==> config.mk <==
export PLATFORM = sky130hd
export DESIGN_NAME = kbd_fifo_writer
export DESIGN_NICKNAME = d
export VERILOG_FILES = /design/src/rtl/kbd_fifo_writer.sv
export SDC_FILE = /design/constraint.sdc
export NUM_CORES = 1
export LEC_CHECK = 0
export CORE_AREA = 2 2 109 154
export CTS_CLUSTER_SIZE = 25
export DETAILED_ROUTE_END_ITERATION = 8
export DIE_AREA = 0 0 111 156
export GPL_TIMING_DRIVEN = 0
export PLACE_DENSITY = 0.49
export SETUP_SLACK_MARGIN = 0.4
export SLEW_MARGIN = 20
export SYNTH_ARGS = -nofsm -noshare
export SYNTH_HDL_FRONTEND = slang
export SYNTH_SLANG_ARGS = --single-unit
==> constraint.sdc <==
create_clock -name clk -period 2.6 [get_ports clk]
set_input_delay 0.26 -clock clk [delete_from_list [all_inputs] [get_ports clk]]
set_output_delay 0.26 -clock clk [all_outputs]
set_load 0.02 [all_outputs]
==> src/rtl/kbd_fifo_writer.sv <==
// PS/2 keyboard receiver and scan-code-to-ASCII decoder feeding the 8-entry keyboard FIFO.
// Optional caps-lock handling is compiled in with `define CAPS_LOCK_EN.
module kbd_fifo_writer #(
  parameter int TIMEOUT_CYC = 50000,
  parameter int SYNC_STAGES = 3
) (
  input  logic       clk,
  input  logic       clrn,
  input  logic       ps2_clk,
  input  logic       ps2_data,
  input  logic [2:0] r_ptr,
  output logic       we_fifo,
  output logic [7:0] datain_fifo,
  output logic [2:0] count,
  output logic       overflow,
  output logic       shift_st
);

  typedef enum logic [2:0] {IDLE, RECV, CHECK, DECODE, WRITE} state_t;

  localparam int TW = $clog2(TIMEOUT_CYC + 1);

  state_t                 state_q;
  logic [SYNC_STAGES-1:0] kclk_q, kdat_q;
  logic                   kclk_prev_q;
  logic [3:0]             bitcnt_q;
  logic [9:0]             frame_q;
  logic [TW-1:0]          tmo_q;
  logic                   brk_q, ext_q, shift_q;
  logic [7:0]             ascii_q, datain_q;
  logic [2:0]             w_ptr_q;
  logic                   we_q, ovf_q;
`ifdef CAPS_LOCK_EN
  logic                   caps_q;
`endif

  logic       fall_d, bit_d, upper_d, mapped_d;
  logic [7:0] code_d, ascii_d;

  function automatic logic [8:0] map_code(input logic [7:0] code, input logic ext,
                                          input logic upper, input logic shift);
    logic [7:0] a;
    logic       m, letter;
    a = 8'h00; m = 1'b1; letter = 1'b0;
    if (ext) begin
      case (code)
        8'h4A:   a = 8'h2F;
        8'h5A:   a = 8'h0A;
        default: m = 1'b0;
      endcase
    end else begin
      case (code)
        8'h1C: begin a = "a"; letter = 1'b1; end  8'h32: begin a = "b"; letter = 1'b1; end
        8'h21: begin a = "c"; letter = 1'b1; end  8'h23: begin a = "d"; letter = 1'b1; end
        8'h24: begin a = "e"; letter = 1'b1; end  8'h2B: begin a = "f"; letter = 1'b1; end
        8'h34: begin a = "g"; letter = 1'b1; end  8'h33: begin a = "h"; letter = 1'b1; end
        8'h43: begin a = "i"; letter = 1'b1; end  8'h3B: begin a = "j"; letter = 1'b1; end
        8'h42: begin a = "k"; letter = 1'b1; end  8'h4B: begin a = "l"; letter = 1'b1; end
        8'h3A: begin a = "m"; letter = 1'b1; end  8'h31: begin a = "n"; letter = 1'b1; end
        8'h44: begin a = "o"; letter = 1'b1; end  8'h4D: begin a = "p"; letter = 1'b1; end
        8'h15: begin a = "q"; letter = 1'b1; end  8'h2D: begin a = "r"; letter = 1'b1; end
        8'h1B: begin a = "s"; letter = 1'b1; end  8'h2C: begin a = "t"; letter = 1'b1; end
        8'h3C: begin a = "u"; letter = 1'b1; end  8'h2A: begin a = "v"; letter = 1'b1; end
        8'h1D: begin a = "w"; letter = 1'b1; end  8'h22: begin a = "x"; letter = 1'b1; end
        8'h35: begin a = "y"; letter = 1'b1; end  8'h1A: begin a = "z"; letter = 1'b1; end
        8'h45: a = shift ? ")" : "0";
        8'h16: a = "1";  8'h1E: a = "2";  8'h26: a = "3";  8'h25: a = "4";
        8'h2E: a = "5";  8'h36: a = "6";  8'h3D: a = "7";
        8'h3E: a = shift ? "*" : "8";
        8'h46: a = shift ? "(" : "9";
        8'h55: a = shift ? "+" : "=";
        8'h4E: a = "-";  8'h4A: a = "/";  8'h49: a = ".";
        8'h29: a = 8'h20;  8'h5A: a = 8'h0A;  8'h66: a = 8'h08;
        8'h79: a = "+";  8'h7B: a = "-";  8'h7C: a = "*";  8'h71: a = ".";
        8'h70: a = "0";  8'h69: a = "1";  8'h72: a = "2";  8'h7A: a = "3";
        8'h6B: a = "4";  8'h73: a = "5";  8'h74: a = "6";  8'h6C: a = "7";
        8'h75: a = "8";  8'h7D: a = "9";
        default: m = 1'b0;
      endcase
      if (letter && upper) a = a - 8'h20;
    end
    return {m, a};
  endfunction

  always_comb begin
    fall_d = kclk_prev_q & ~kclk_q[SYNC_STAGES-1];
    bit_d  = kdat_q[SYNC_STAGES-1];
    code_d = frame_q[7:0];
`ifdef CAPS_LOCK_EN
    upper_d = shift_q ^ caps_q;
`else
    upper_d = shift_q;
`endif
    {mapped_d, ascii_d} = map_code(code_d, ext_q, upper_d, shift_q);
  end

  always_ff @(posedge clk or negedge clrn) begin
    if (!clrn) begin
      state_q     <= IDLE;
      kclk_q      <= '1;
      kdat_q      <= '1;
      kclk_prev_q <= 1'b1;
      bitcnt_q    <= '0;
      frame_q     <= '0;
      tmo_q       <= '0;
      brk_q       <= 1'b0;
      ext_q       <= 1'b0;
      shift_q     <= 1'b0;
      ascii_q     <= '0;
      datain_q    <= '0;
      w_ptr_q     <= '0;
      we_q        <= 1'b0;
      ovf_q       <= 1'b0;
`ifdef CAPS_LOCK_EN
      caps_q      <= 1'b0;
`endif
    end else begin
      kclk_q      <= {kclk_q[SYNC_STAGES-2:0], ps2_clk};
      kdat_q      <= {kdat_q[SYNC_STAGES-2:0], ps2_data};
      kclk_prev_q <= kclk_q[SYNC_STAGES-1];
      we_q        <= 1'b0;
      case (state_q)
        IDLE: if (fall_d && !bit_d) begin
          state_q  <= RECV;
          bitcnt_q <= 4'd1;
          tmo_q    <= '0;
        end
        RECV: if (fall_d) begin
          frame_q  <= {bit_d, frame_q[9:1]};
          bitcnt_q <= bitcnt_q + 4'd1;
          tmo_q    <= '0;
          if (bitcnt_q == 4'd10) state_q <= CHECK;
        end else if (tmo_q == TW'(TIMEOUT_CYC)) begin
          state_q <= IDLE;
        end else begin
          tmo_q <= tmo_q + 1'b1;
        end
        CHECK: state_q <= (^frame_q[8:0] && frame_q[9]) ? DECODE : IDLE;
        DECODE: begin
          state_q <= IDLE;
          if (code_d == 8'hF0) brk_q <= 1'b1;
          else if (code_d == 8'hE0) ext_q <= 1'b1;
          else begin
            brk_q <= 1'b0;
            ext_q <= 1'b0;
            if (code_d == 8'h12 || code_d == 8'h59) shift_q <= ~brk_q;
`ifdef CAPS_LOCK_EN
            else if (code_d == 8'h58) begin
              if (!brk_q) caps_q <= ~caps_q;
            end
`endif
            else if (!brk_q && mapped_d) begin
              ascii_q <= ascii_d;
              state_q <= WRITE;
            end
          end
        end
        WRITE: begin
          state_q <= IDLE;
          // One slot stays empty so a full FIFO is distinguishable from an empty one.
          if (w_ptr_q + 3'd1 != r_ptr) begin
            we_q     <= 1'b1;
            datain_q <= ascii_q;
            w_ptr_q  <= w_ptr_q + 3'd1;
          end else begin
            ovf_q <= 1'b1;
          end
        end
        default: state_q <= IDLE;
      endcase
    end
  end

  always_comb begin
    we_fifo     = we_q;
    datain_fifo = datain_q;
    count       = w_ptr_q;
    overflow    = ovf_q;
    shift_st    = shift_q;
  end

endmodule

==> metrics.md, run 1 <==
| Metric | Value |
|---|---|
| Critical Path End | `ascii_q[6]` |
| Skew-Pair Late Insertion Delay | `0.34 ns` |
| CTS Buf Count | `9` |
| Synth Instances | `425` |
| Die height | `156 µm` |
| Nets | `524` |
| Num ports | `21` |
| DRT Pass-1 Iters | `4` |
| Synth Area per Inst | `9.21 µm²` |
| Root Driver | `clkbuf_16` |
| CP startpoint | `frame_q[3]` |
| DR WL/cell | `16.3 µm` |
| Register area share after synthesis | `41.1%` |
| DIE AREA | `0.0173 mm²` |
| Via/cell ratio | `5.11` |
| FF+latch count, synth | `64` |
| DR vias | `3578` |
| Final Max Slew Viols | `0` |
| Clk sinks | `64` |
| Hold Vio Cnt, Final | `0` |
| Grt ovf | `0` |
| CTS tree | `built` |
| Design area | `0.00542 mm²` |
| Final Routed Wirelength | `11400 µm` |
| First-pass GRT wire length | `19100 µm` |
| Die Span X | `111 µm` |
| CP startpoint kind | `flop` |
| Max-cap violations | `0` |
| Clock Path Buffers | `2` |
| Fmax achieved | `367 MHz` |
| Leakage | `2.22 nW` |
| FF-to-FF setup slack | `-0.13 ns` |
| VDD IR max | `0.000301 V` |
| Vias in the first global route | `3741` |
| Final setup vio count | `6` |
| Commonest non-fill, non-tap cell in the layout | `dfrtp_1` |
| Clock Pin Slew Worst Setup and Hold Paths | `0.06 ns` |
| Min cycle time layout | `2.73 ns` |
| Core footprint | `0.0159 mm²` |
| Tcrit/Tclk final | `105%` |
| CP max FO | `4` |
| Syn Nets | `453` |
| Worst slew pin tran | `0.524 ns` |
| Power Density | `809 mW/mm²` |
| CP endpoint kind | `flop` |
| Post-synth EDFFs | `0` |
| Initial DRC Count | `169` |
| Gp weighted congestion | `0.923` |
| Worst hold-check path type | `in -> reg` |
| Clk_skew | `0.0108 ns` |
| Most frequent cells in the layout | `dfrtp_1, nand2_1, buf_4` |
| Num rows | `55` |
| Final WS setup | `-0.125 ns` |
| Port bufs | `20` |
| RSZ-0062 raised after global routing | `yes` |
| Fin util | `34.1%` |
| Post-synth ARST share | `100%` |
| Slew headroom | `65.1%` |
| Antenna violations before repair | `0` |
| Yosys warnings | `0` |
| HPWL after DPL | `7960 µm` |
| GRT Total Usage | `13.6%` |
| Dominant synthesized flop cell | `dfrtp_1` |
| Layout cells sized above 1 | `30.3%` |
| Setup CP Type | `reg -> reg` |
| Status | `complete, but fails checks` |
| Post-DRT Antenna Nets | `0` |
| Synth-to-layout area growth | `38.3%` |
| Violated checks | `setup timing` |
| CP arrival | `3.00 ns` |
| Placed inst area | `0.00445 mm²` |
| Initial Utilization | `24.6%` |
| Worst r2r src | `frame_q[3]` |
| Unique masters post-synth | `62` |
| R2R depth | `11` |
| FF-to-FF End | `ascii_q[6]` |
| Req. time, crit path | `2.88 ns` |
| N_diodes | `0` |
| CTS H-Tree Depth | `3` |
| Cell Area, Synth | `0.00392 mm²` |
| Residual DRC | `0` |
| Largest net degree at the start of global routing | `44` |
## worst max-delay path: stages (launching register included)
cell and delay (ns):
dfrtp_1 0.42, buf_6 0.14, ha_4 0.16, buf_8 0.12, a22oi_2 0.18, nand2_1 0.09, a221o_1 0.41, or3_4 0.43
nor3_4 0.13, ha_1 0.26, a211oi_2 0.18, mux2_4 0.17
## repair_timing
action                                 4_1_cts  5_1_grt
endpoints found under the hold margin       21        0
gates cloned                                 0        0
setup endpoints to repair                   27       17
resized for setup                           62       37
pin swaps                                   15        8
buffers inserted                            31        7
hold buffers                                 1        0
## metal layers
layer / vias to the layer above / wire length [µm] / global-route usage (%)
li1: 1690 / - / -
met1: 1753 / 4620 / 15.1
met2: 92 / 5830 / 24.3
met3: 43 / 384 / 2.91
met4: 0 / 597 / 7.56
met5: - / 0 / 0
## synthesized netlist by cell type, types with 4 or more instances
cell type / count / area share, %
a21o_1: 4 / 0.77
a21oi_1: 8 / 1.0
a22oi_1: 8 / 1.5
a31oi_1: 10 / 1.6
and3_1: 6 / 0.96
buf_2: 5 / 0.64
clkbuf_1: 14 / 1.3
dfrtp_1: 57 / 36
dfstp_2: 7 / 4.7
ha_1: 21 / 6.7
inv_1: 24 / 2.3
mux2_2: 17 / 4.9
nand2_1: 47 / 4.5
nand2b_1: 4 / 0.64
nand3_1: 13 / 1.7
nand4_1: 7 / 1.1
nor2_1: 33 / 3.2
nor3_1: 8 / 1.0
nor4_1: 4 / 0.64
nor4b_1: 4 / 0.89
o211ai_1: 5 / 0.96
o21ai_0: 30 / 3.8
o21bai_1: 4 / 0.77
o22ai_1: 8 / 1.3
or3_1: 4 / 0.64
xnor2_1: 13 / 2.9
xor2_1: 5 / 1.1
## registers in the layout, summed over array words and instances (netlist names)
name	count
count	3
overflow	1
bitcnt_q	4
state_q	3
datain_fifo	8
brk_q	1
tmo_q	16
kclk_q	3
frame_q	10
shift_st	1
kclk_prev_q	1
ext_q	1
kdat_q	3
we_fifo	1
ascii_q	8
## cell type report
type	instances	area, µm²
fill	1586	10500
multi-input combinational	312	2390
sequential	64	1610
timing repair buffer	60	543
tap	199	249
clock buffer	10	239
buffer	24	214
inverter	25	101
clock inverter	6	67.6
## through the flow
stage / hold slack, ns / TNS [ns] / std cells / total power (W) / worst slack [ns]
final: 0.333 / -0.489 / 700 / 0.00439 / -0.125
after global routing: 0.337 / -1.05 / 700 / 0.00468 / -0.230
after CTS: 0.318 / -0.411 / 693 / 0.00430 / -0.211
after detailed placement: 0.181 / -2.72 / 645 / 0.00268 / -0.419
after global placement: 0.347 / -58.90 / 644 / 0.00266 / -0.966
after floorplan: -0.0356 / 0 / 425 / 0.00227 / 0.0740
## how the worst min path moves through the flow
stage | startpoint | to | slack, ns | cells past startpoint
final | ps2_clk | kclk_q[0] | 0.33 | 1
after global routing | ps2_data | kdat_q[0] | 0.34 | 1
after CTS | ps2_clk | kclk_q[0] | 0.32 | 1
after detailed placement | clrn | tmo_q[2] | 0.18 | 1
after global placement | kclk_q[0] | kclk_q[1] | 0.35 | 0
after floorplan | clrn | ascii_q[0] | -0.04 | 0
## where the power goes
group	internal [W]	leakage, nW	switching [W]
logic	0.000825	1.22	0.00105
registers	0.00113	0.847	0.000142
clock network	0.000771	0.145	0.000466
## kinds of logic after synthesis
| kind of cell | count (synthesis) | synth area share [%] |
|---|---|---|
| muxes | 18 | 5.14 |
| xor gates and xnor gates | 18 | 4.03 |
| and+or+nand+nor | 143 | 18.0 |
| buffers and inverters | 49 | 5.37 |
| DFF | 64 | 41.1 |
| AOI/OAI and AO/OA | 112 | 19.6 |
| adders and majority gates | 21 | 6.71 |
Power figures use the tool's default switching activity.
==> run 2: changes to the inputs <==
--- a/config.mk
+++ b/config.mk
@@ -5,12 +5,13 @@
 export SDC_FILE = /design/constraint.sdc
 export NUM_CORES = 1
 export LEC_CHECK = 0
-export CORE_AREA = 2 2 109 154
+export CAP_MARGIN = 20
+export CORE_AREA = 2 2 75 106
 export CTS_CLUSTER_SIZE = 25
 export DETAILED_ROUTE_END_ITERATION = 8
-export DIE_AREA = 0 0 111 156
+export DIE_AREA = 0 0 77 108
 export GPL_TIMING_DRIVEN = 0
-export PLACE_DENSITY = 0.49
+export PLACE_DENSITY = 0.83
 export SETUP_SLACK_MARGIN = 0.4
 export SLEW_MARGIN = 20
 export SYNTH_ARGS = -nofsm -noshare
==> constraint.sdc (replaced) <==
create_clock -name clk -period 2.6 [get_ports clk]
set_input_delay 0.52 -clock clk [delete_from_list [all_inputs] [get_ports clk]]
set_output_delay 0.52 -clock clk [all_outputs]
set_load 0.02 [all_outputs]
==> run 2 against run 1 <==
Compared with the run above: the flow still finishes with violations (setup timing); total power is 13% lower; via count is 1.5% higher; hold slack worse by 0.24 ns; sequential power hardly changed; global-route usage is 15 points higher; cell count is 17% lower; clock power is 29% lower; critical path depth is 2 lower; maximum frequency is 0.88% lower; combinational power is 11% lower; register-to-register slack worse by 0.02 ns; critical path type unchanged.
==> metrics.md, run 2 (synthesized netlist as in run 1, its figures left out) <==
| Metric | Value |
|---|---|
| CP startpoint kind | `flop` |
| Max-cap violations | `0 (unchanged)` |
| CP max FO | `7 (+3)` |
| Status | `complete, but fails checks` |
| Req. time, crit path | `2.89 ns (about the same)` |
| Port bufs | `20 (unchanged)` |
| Setup_tns | `-0.326 ns (+0.162 ns)` |
| Clock Path Buffers | `2 (unchanged)` |
| Commonest non-fill, non-tap cell in the layout | `dfrtp_1` |
| WHS | `0.0950 ns (-0.238 ns)` |
| Num rows | `37 (-33%)` |
| Clk pwr share | `22.9% (-5.3 points)` |
| Min cycle time layout | `2.75 ns (+0.0241 ns)` |
| Largest regs | `tmo_q: 16 flops, frame_q: 10 flops` |
| VDD IR max | `0.000570 V (+90%)` |
| Max reg flops | `16 (unchanged)` |
| FILL cells | `609 (-62%)` |
| DIE AREA | `0.00832 mm² (-52%)` |
| N_diodes | `0 (unchanged)` |
| Core footprint | `0.00731 mm² (-54%)` |
| Worst slew pin tran | `0.563 ns (+0.0389 ns)` |
| Leakage | `2.05 nW (-7.7%)` |
| First-pass GRT wire length | `18400 µm (-3.7%)` |
| CTS H-Tree Depth | `3 (unchanged)` |
| Clk sinks | `64 (unchanged)` |
| Root Driver | `clkbuf_8` |
| Synth-to-layout area growth | `25.7%` |
| DR vias | `3632 (+1.5%)` |
| Final setup vio count | `6 (unchanged)` |
| CP arrival | `3.03 ns (+0.03 ns)` |
| Largest net degree at the start of global routing | `36 (-18%)` |
| Slew headroom | `62.2% (-2.9 points)` |
| Area occupied by multi-input gates | `0.00230 mm² (-3.8%)` |
| CTS Hold Bufs | `0 (-1)` |
| RSZ-0062 raised after global routing | `yes` |
| Via/cell ratio | `6.25 (+22%)` |
| FF-to-FF setup slack | `-0.15 ns (-0.02 ns)` |
| Post-placement setup slack | `-0.309 ns (+0.110 ns)` |
| Skew-Pair Late Insertion Delay | `0.34 ns (about the same)` |
| Sequential power share | `33.2% (+4.2 points)` |
| HPWL after DPL | `7660 µm (-3.8%)` |
| Worst hold-check path type | `in -> async` |
| Die height | `108 µm (-31%)` |
| Die Span X | `77 µm (-31%)` |
| Most flops, register | `tmo_q` |
| CTS Buf Count | `9 (unchanged)` |
| Tcrit/Tclk final | `106% (+0.93 points)` |
| Clk_skew | `0.0123 ns (+0.00153 ns)` |
| Setup CP Type | `reg -> reg` |
| Sw frac | `39.7% (+1.9 points)` |
| FF-to-FF End | `ascii_q[6]` |
| Hold Vio Cnt, Final | `0 (unchanged)` |
| Fmax achieved | `364 MHz (-0.88%)` |
| Final WS setup | `-0.149 ns (-0.0241 ns)` |
| Gp weighted congestion | `1.03 (+12%)` |
| Violated checks | `setup timing` |
| GRT Total Usage | `28.2% (+15 points)` |
| Comb power frac | `43.8% (+1.0 points)` |
| Vias in the first global route | `3735 (-0.16%)` |
| Num ports | `21 (unchanged)` |
| DR WL/cell | `18.9 µm (+16%)` |
| Register area | `0.00161 mm² (about the same)` |
| Post-DRT Antenna Nets | `0 (unchanged)` |
| Layout cells sized above 1 | `25.8% (-4.5 points)` |
| Grt ovf | `0 (unchanged)` |
| Power Density | `777 mW/mm² (-4.0%)` |
| Residual DRC | `0 (unchanged)` |
| Final Max Slew Viols | `0 (unchanged)` |
| Worst r2r src | `frame_q[0]` |
| Internal | `0.00230 W (-15%)` |
| Nets | `507 (-3.2%)` |
| R2R depth | `9 (-2)` |
| Clock Pin Slew Worst Setup and Hold Paths | `0.08 ns (+0.02 ns)` |
| CTS tree | `built` |
| Net Switching | `0.00152 W (-8.4%)` |
| Most frequent cells in the layout | `dfrtp_1, nand2_1, nor2_1` |
| DRT Pass-1 Iters | `5 (+1)` |
| Initial Utilization | `53.5% (+29 points)` |
| CP endpoint kind | `flop` |
| Final Routed Wirelength | `11000 µm (-3.9%)` |
| Antenna violations before repair | `0 (unchanged)` |
| Initial DRC Count | `319 (+89%)` |
==> run 2: final cells by class <==
type | instances | share of cell area [%]
Inverter | 25 | 1.96
Buffer | 24 | 3.92
Multi-Input combinational cell | 312 | 46.8
Tap cell | 97 | 2.47
Clock inverter | 6 | 1.37
Sequential cell | 64 | 32.8
Timing Repair Buffer | 43 | 7.93
Clock buffer | 10 | 2.80
==> run 2: layer usage <==
| metal | global-route usage (%) | vias to the layer above | share of wire, % |
|---|---|---|---|
| met5 | 0 | - | 0 |
| met1 | 30.0 | 1742 | 35 |
| met3 | 5.76 | 68 | 5.7 |
| met2 | 51.1 | 175 | 53 |
| li1 | - | 1647 | - |
| met4 | 17.1 | 0 | 6.3 |
==> run 2: per-stage QoR <==
step                      power [W]  area [µm²]  util [%]  std cells
final                       0.00382        4920      67.3        581
after global routing        0.00406        4920      67.3        581
after CTS                   0.00378        4880      66.7        580
after detailed placement    0.00264        4320      59.0        543
after global placement      0.00261        4300      58.8        542
after floorplan             0.00227        3980         -        425
==> run 2: power groups by stage <==
stage	Combinational, W	Sequential [W]	Clock (W)
floorplan	0.00102	0.00125	0
global placement	0.00134	0.00127	0
detailed placement	0.00135	0.00128	0
CTS	0.00162	0.00126	0.000897
global route	0.00183	0.00129	0.000945
finish	0.00168	0.00127	0.000877
==> run 2: critical path, cell delays in order (launching register included) <==
cell	delay, ns
dfrtp_2	0.45
ha_1	0.33
a22oi_2	0.31
o21ai_1	0.12
a221o_1	0.33
or3_4	0.38
nor3_2	0.13
ha_1	0.26
a211oi_2	0.23
mux2_4	0.18
==> run 2: how the worst max path moves through the flow <==
stage	from	endpoint	slack (ns)	cells after the start
after floorplan	frame_q[1]	ascii_q[6]	0.07	10
after global placement	clrn	frame_q[0]	-0.95	1
after detailed placement	frame_q[0]	ascii_q[6]	-0.31	9
after CTS	frame_q[3]	ascii_q[6]	-0.12	11
after global routing	frame_q[1]	ascii_q[6]	-0.26	11
final	frame_q[0]	ascii_q[6]	-0.15	9
==> run 2: timing repair <==
item | in CTS | in global routing
endpoints found under the setup margin | 24 | 19
gates resized for setup | 52 | 12
buffers inserted | 21 | 1
hold endpoints to repair | 0 | 0
pin swaps | 13 | 8
==> run 3: changes to the inputs <==
==> constraint.sdc (replaced) <==
create_clock -name clk -period 2.3 [get_ports clk]
set_input_delay 0.46 -clock clk [delete_from_list [all_inputs] [get_ports clk]]
set_output_delay 0.46 -clock clk [all_outputs]
set_load 0.02 [all_outputs]
==> run 3 against run 2 <==
Compared with the run above: cell count is 3.3% higher; first-iteration DRC count is 27% higher; critical endpoint is now ascii_q[7]; flip-flop and latch count stayed put; the flow still finishes with violations (setup timing); sequential power is 13% higher; final area is 8.4% higher; clock power is 40% higher; sequential share of layout area is 2.4 points lower; clock-buffer cell count stayed put.
==> metrics.md, run 3 (synthesized netlist as in run 1, its figures left out) <==
| Metric | Value |
|---|---|
| Power Density | `894 mW/mm² (+15%)` |
| RSZ-0062 raised after global routing | `yes` |
| Most frequent cells in the layout | `dfrtp_1, nand2_1, buf_4` |
| Req. time, crit path | `2.54 ns (-0.35 ns)` |
| Sw frac | `38.7% (-1.1 points)` |
| Net Switching | `0.00184 W (+21%)` |
| Max reg flops | `16 (unchanged)` |
| Skew-Pair Late Insertion Delay | `0.35 ns (about the same)` |
| Antenna violations before repair | `0 (unchanged)` |
| CP delay by family, top | `simple AND/OR/NAND/NOR gates` |
| CTS Buf Count | `9 (unchanged)` |
| Comb power frac | `44.0% (+0.2 points)` |
| Core footprint | `0.00731 mm² (unchanged)` |
| N_diodes | `0 (unchanged)` |
| GRT Total Usage | `27.8% (-0.38 points)` |
| Most flops, register | `tmo_q` |
| Initial Utilization | `53.5% (unchanged)` |
| Largest net degree at the start of global routing | `38 (+5.6%)` |
| DIE AREA | `0.00832 mm² (unchanged)` |
| HPWL after DPL | `7640 µm (-0.28%)` |
| Initial DRC Count | `405 (+27%)` |
| Grt ovf | `0 (unchanged)` |
| Pwr Total | `0.00477 W (+25%)` |
| Setup CP Type | `reg -> reg` |
| Violated checks | `setup timing` |
| CTS H-Tree Depth | `3 (unchanged)` |
| Die height | `108 µm (unchanged)` |
| Post-DRT Antenna Nets | `0 (unchanged)` |
| Clock Pin Slew Worst Setup and Hold Paths | `0.07 ns (about the same)` |
| FILL cells | `536 (-12%)` |
| Slew headroom | `67.2% (+5.0 points)` |
| Most used cell, CP | `ha_4` |
| Slowest-stage cell, CP | `dfrtp_2` |
| Commonest non-fill, non-tap cell in the layout | `dfrtp_1` |
| CTS tree | `built` |
| Min cycle time layout | `2.82 ns (+0.0693 ns)` |
| Final Max Slew Viols | `0 (unchanged)` |
| CP endpoint kind | `flop` |
| Vias in the first global route | `3787 (+1.4%)` |
| Area occupied by multi-input gates | `0.00249 mm² (+8.4%)` |
| WP buf/inv | `2 (+2)` |
| Die Span X | `77 µm (unchanged)` |
| Clk pwr share | `25.8% (+2.9 points)` |
| Synth-to-layout area growth | `36.2%` |
| Clk sinks | `64 (unchanged)` |
| DRT Pass-1 Iters | `6 (+1)` |
| Sequential power share | `30.2% (-3.0 points)` |
| VDD IR max | `0.000614 V (+7.7%)` |
| CP startpoint kind | `flop` |
| CP arrival | `3.06 ns (+0.03 ns)` |
| Clk_skew | `0.0102 ns (-0.00216 ns)` |
| First-pass GRT wire length | `18200 µm (-1.0%)` |
| Root Driver | `clkbuf_8` |
| Tcrit/Tclk final | `123% (+17 points)` |
| Nets | `526 (+3.7%)` |
| Layout cells sized above 1 | `35.2% (+9.4 points)` |
| Status | `complete, but fails checks` |
| Worst slew pin tran | `0.488 ns (-0.0749 ns)` |
| Largest regs | `tmo_q: 16 flops, frame_q: 10 flops` |
| CP max FO | `8 (+1)` |
| DR WL/cell | `20.6 µm (+8.8%)` |
| Leakage | `2.23 nW (+9.0%)` |
| Gp weighted congestion | `1.05 (+1.4%)` |
| Num ports | `21 (unchanged)` |
| Max-cap violations | `0 (unchanged)` |
| Fin util | `72.9% (+5.6 points)` |
| Internal | `0.00293 W (+27%)` |
| Via/cell ratio | `6.39 (+2.2%)` |
| Residual DRC | `0 (unchanged)` |
| Crit path cell chain | `inv_4, ha_4, buf_6, a22oi_2, o21ai_1, a221o_1, or3_4, nor3_4, ha_4, nand4_1, mux2i_1` |
| Final WS setup | `-0.519 ns (-0.369 ns)` |
| DR vias | `3832 (+5.5%)` |
| Fmax achieved | `355 MHz (-2.5%)` |
| Num rows | `37 (unchanged)` |
| Final setup vio count | `9 (+3)` |
| Final Routed Wirelength | `12300 µm (+12%)` |
| Crit-path max cell delay | `0.44 ns (about the same)` |
| Register area | `0.00162 mm² (+0.31%)` |
| Clock Path Buffers | `2 (unchanged)` |
| Port bufs | `20 (unchanged)` |
| Hold Vio Cnt, Final | `0 (unchanged)` |
| Worst hold-check path type | `in -> async` |
[run 3: cell types whose count changed in the layout (fill, tap and decap cells not counted), moves of 3 or more]
cell      before  now
dfrtp_1       54   50
o21ai_1        2    5
nor3_1         6    2
dfrtp_2        3    7
buf_4         23   41
clkbuf_2       3    0
clkbuf_8      14   11
nor3_2         2    5
clkbuf_4       5    8
buf_6          6   10
o21ai_0       28   25
ha_1          12    9
[run 3: final timing paths]
kind                       startpoint     endpoint  slack [ns]  cells past startpoint
setup / recovery           frame_q[1]   ascii_q[7]       -0.52                     11
hold / removal                   clrn     tmo_q[3]        0.02                      1
setup reg to reg           frame_q[1]   ascii_q[7]       -0.52                     11
hold reg to reg             kdat_q[0]    kdat_q[1]        0.36                      0
max in group asynchronous        clrn  kclk_prev_q        1.69                      2
min in group clk            kdat_q[0]    kdat_q[1]        0.36                      0
[run 3: power by group through the flow]
stage / clock [W] / combinational [W] / sequential, W
final: 0.00123 / 0.00210 / 0.00144
after global routing: 0.00129 / 0.00224 / 0.00146
after CTS: 0.00124 / 0.00186 / 0.00142
after detailed placement: 0 / 0.00153 / 0.00144
after global placement: 0 / 0.00151 / 0.00143
after floorplan: 0 / 0.00116 / 0.00141
[run 3: per-layer routing]
metal	global-route usage [%]	vias up	share of wire, %
met5	0	-	0
met4	21.0	0	6.3
met3	4.26	78	5.6
met2	49.6	218	52
met1	29.5	1851	36
li1	-	1685	-
[run 3: stage by stage]
stage,setup WS [ns],hold WS (ns),instances,TNS [ns],area [µm²]
after floorplan,-0.226,0.164,425,-1.16,3980
after global placement,-1.40,0.346,542,-75.67,4310
after detailed placement,-0.635,0.347,543,-4.87,4320
after CTS,-0.444,0.0282,581,-2.68,5000
after global routing,-0.604,0.0458,600,-4.88,5330
final,-0.519,0.0227,600,-4.07,5330
[run 3: final cells by class]
cell class / instances / area share [%]
timing repair buffer: 62 / 10.3
inverter: 25 / 1.95
buffer: 24 / 3.61
sequential: 64 / 30.4
clock buffer: 10 / 2.58
multi-input combinational: 312 / 46.8
clock inverter: 6 / 2.16
tap: 97 / 2.28
[run 3: timing repair]
item                       CTS  global route
buffers inserted            22            19
resized for setup           69            47
pin swaps                   20            23
hold buffers                 0             0
setup endpoints to repair   39            34
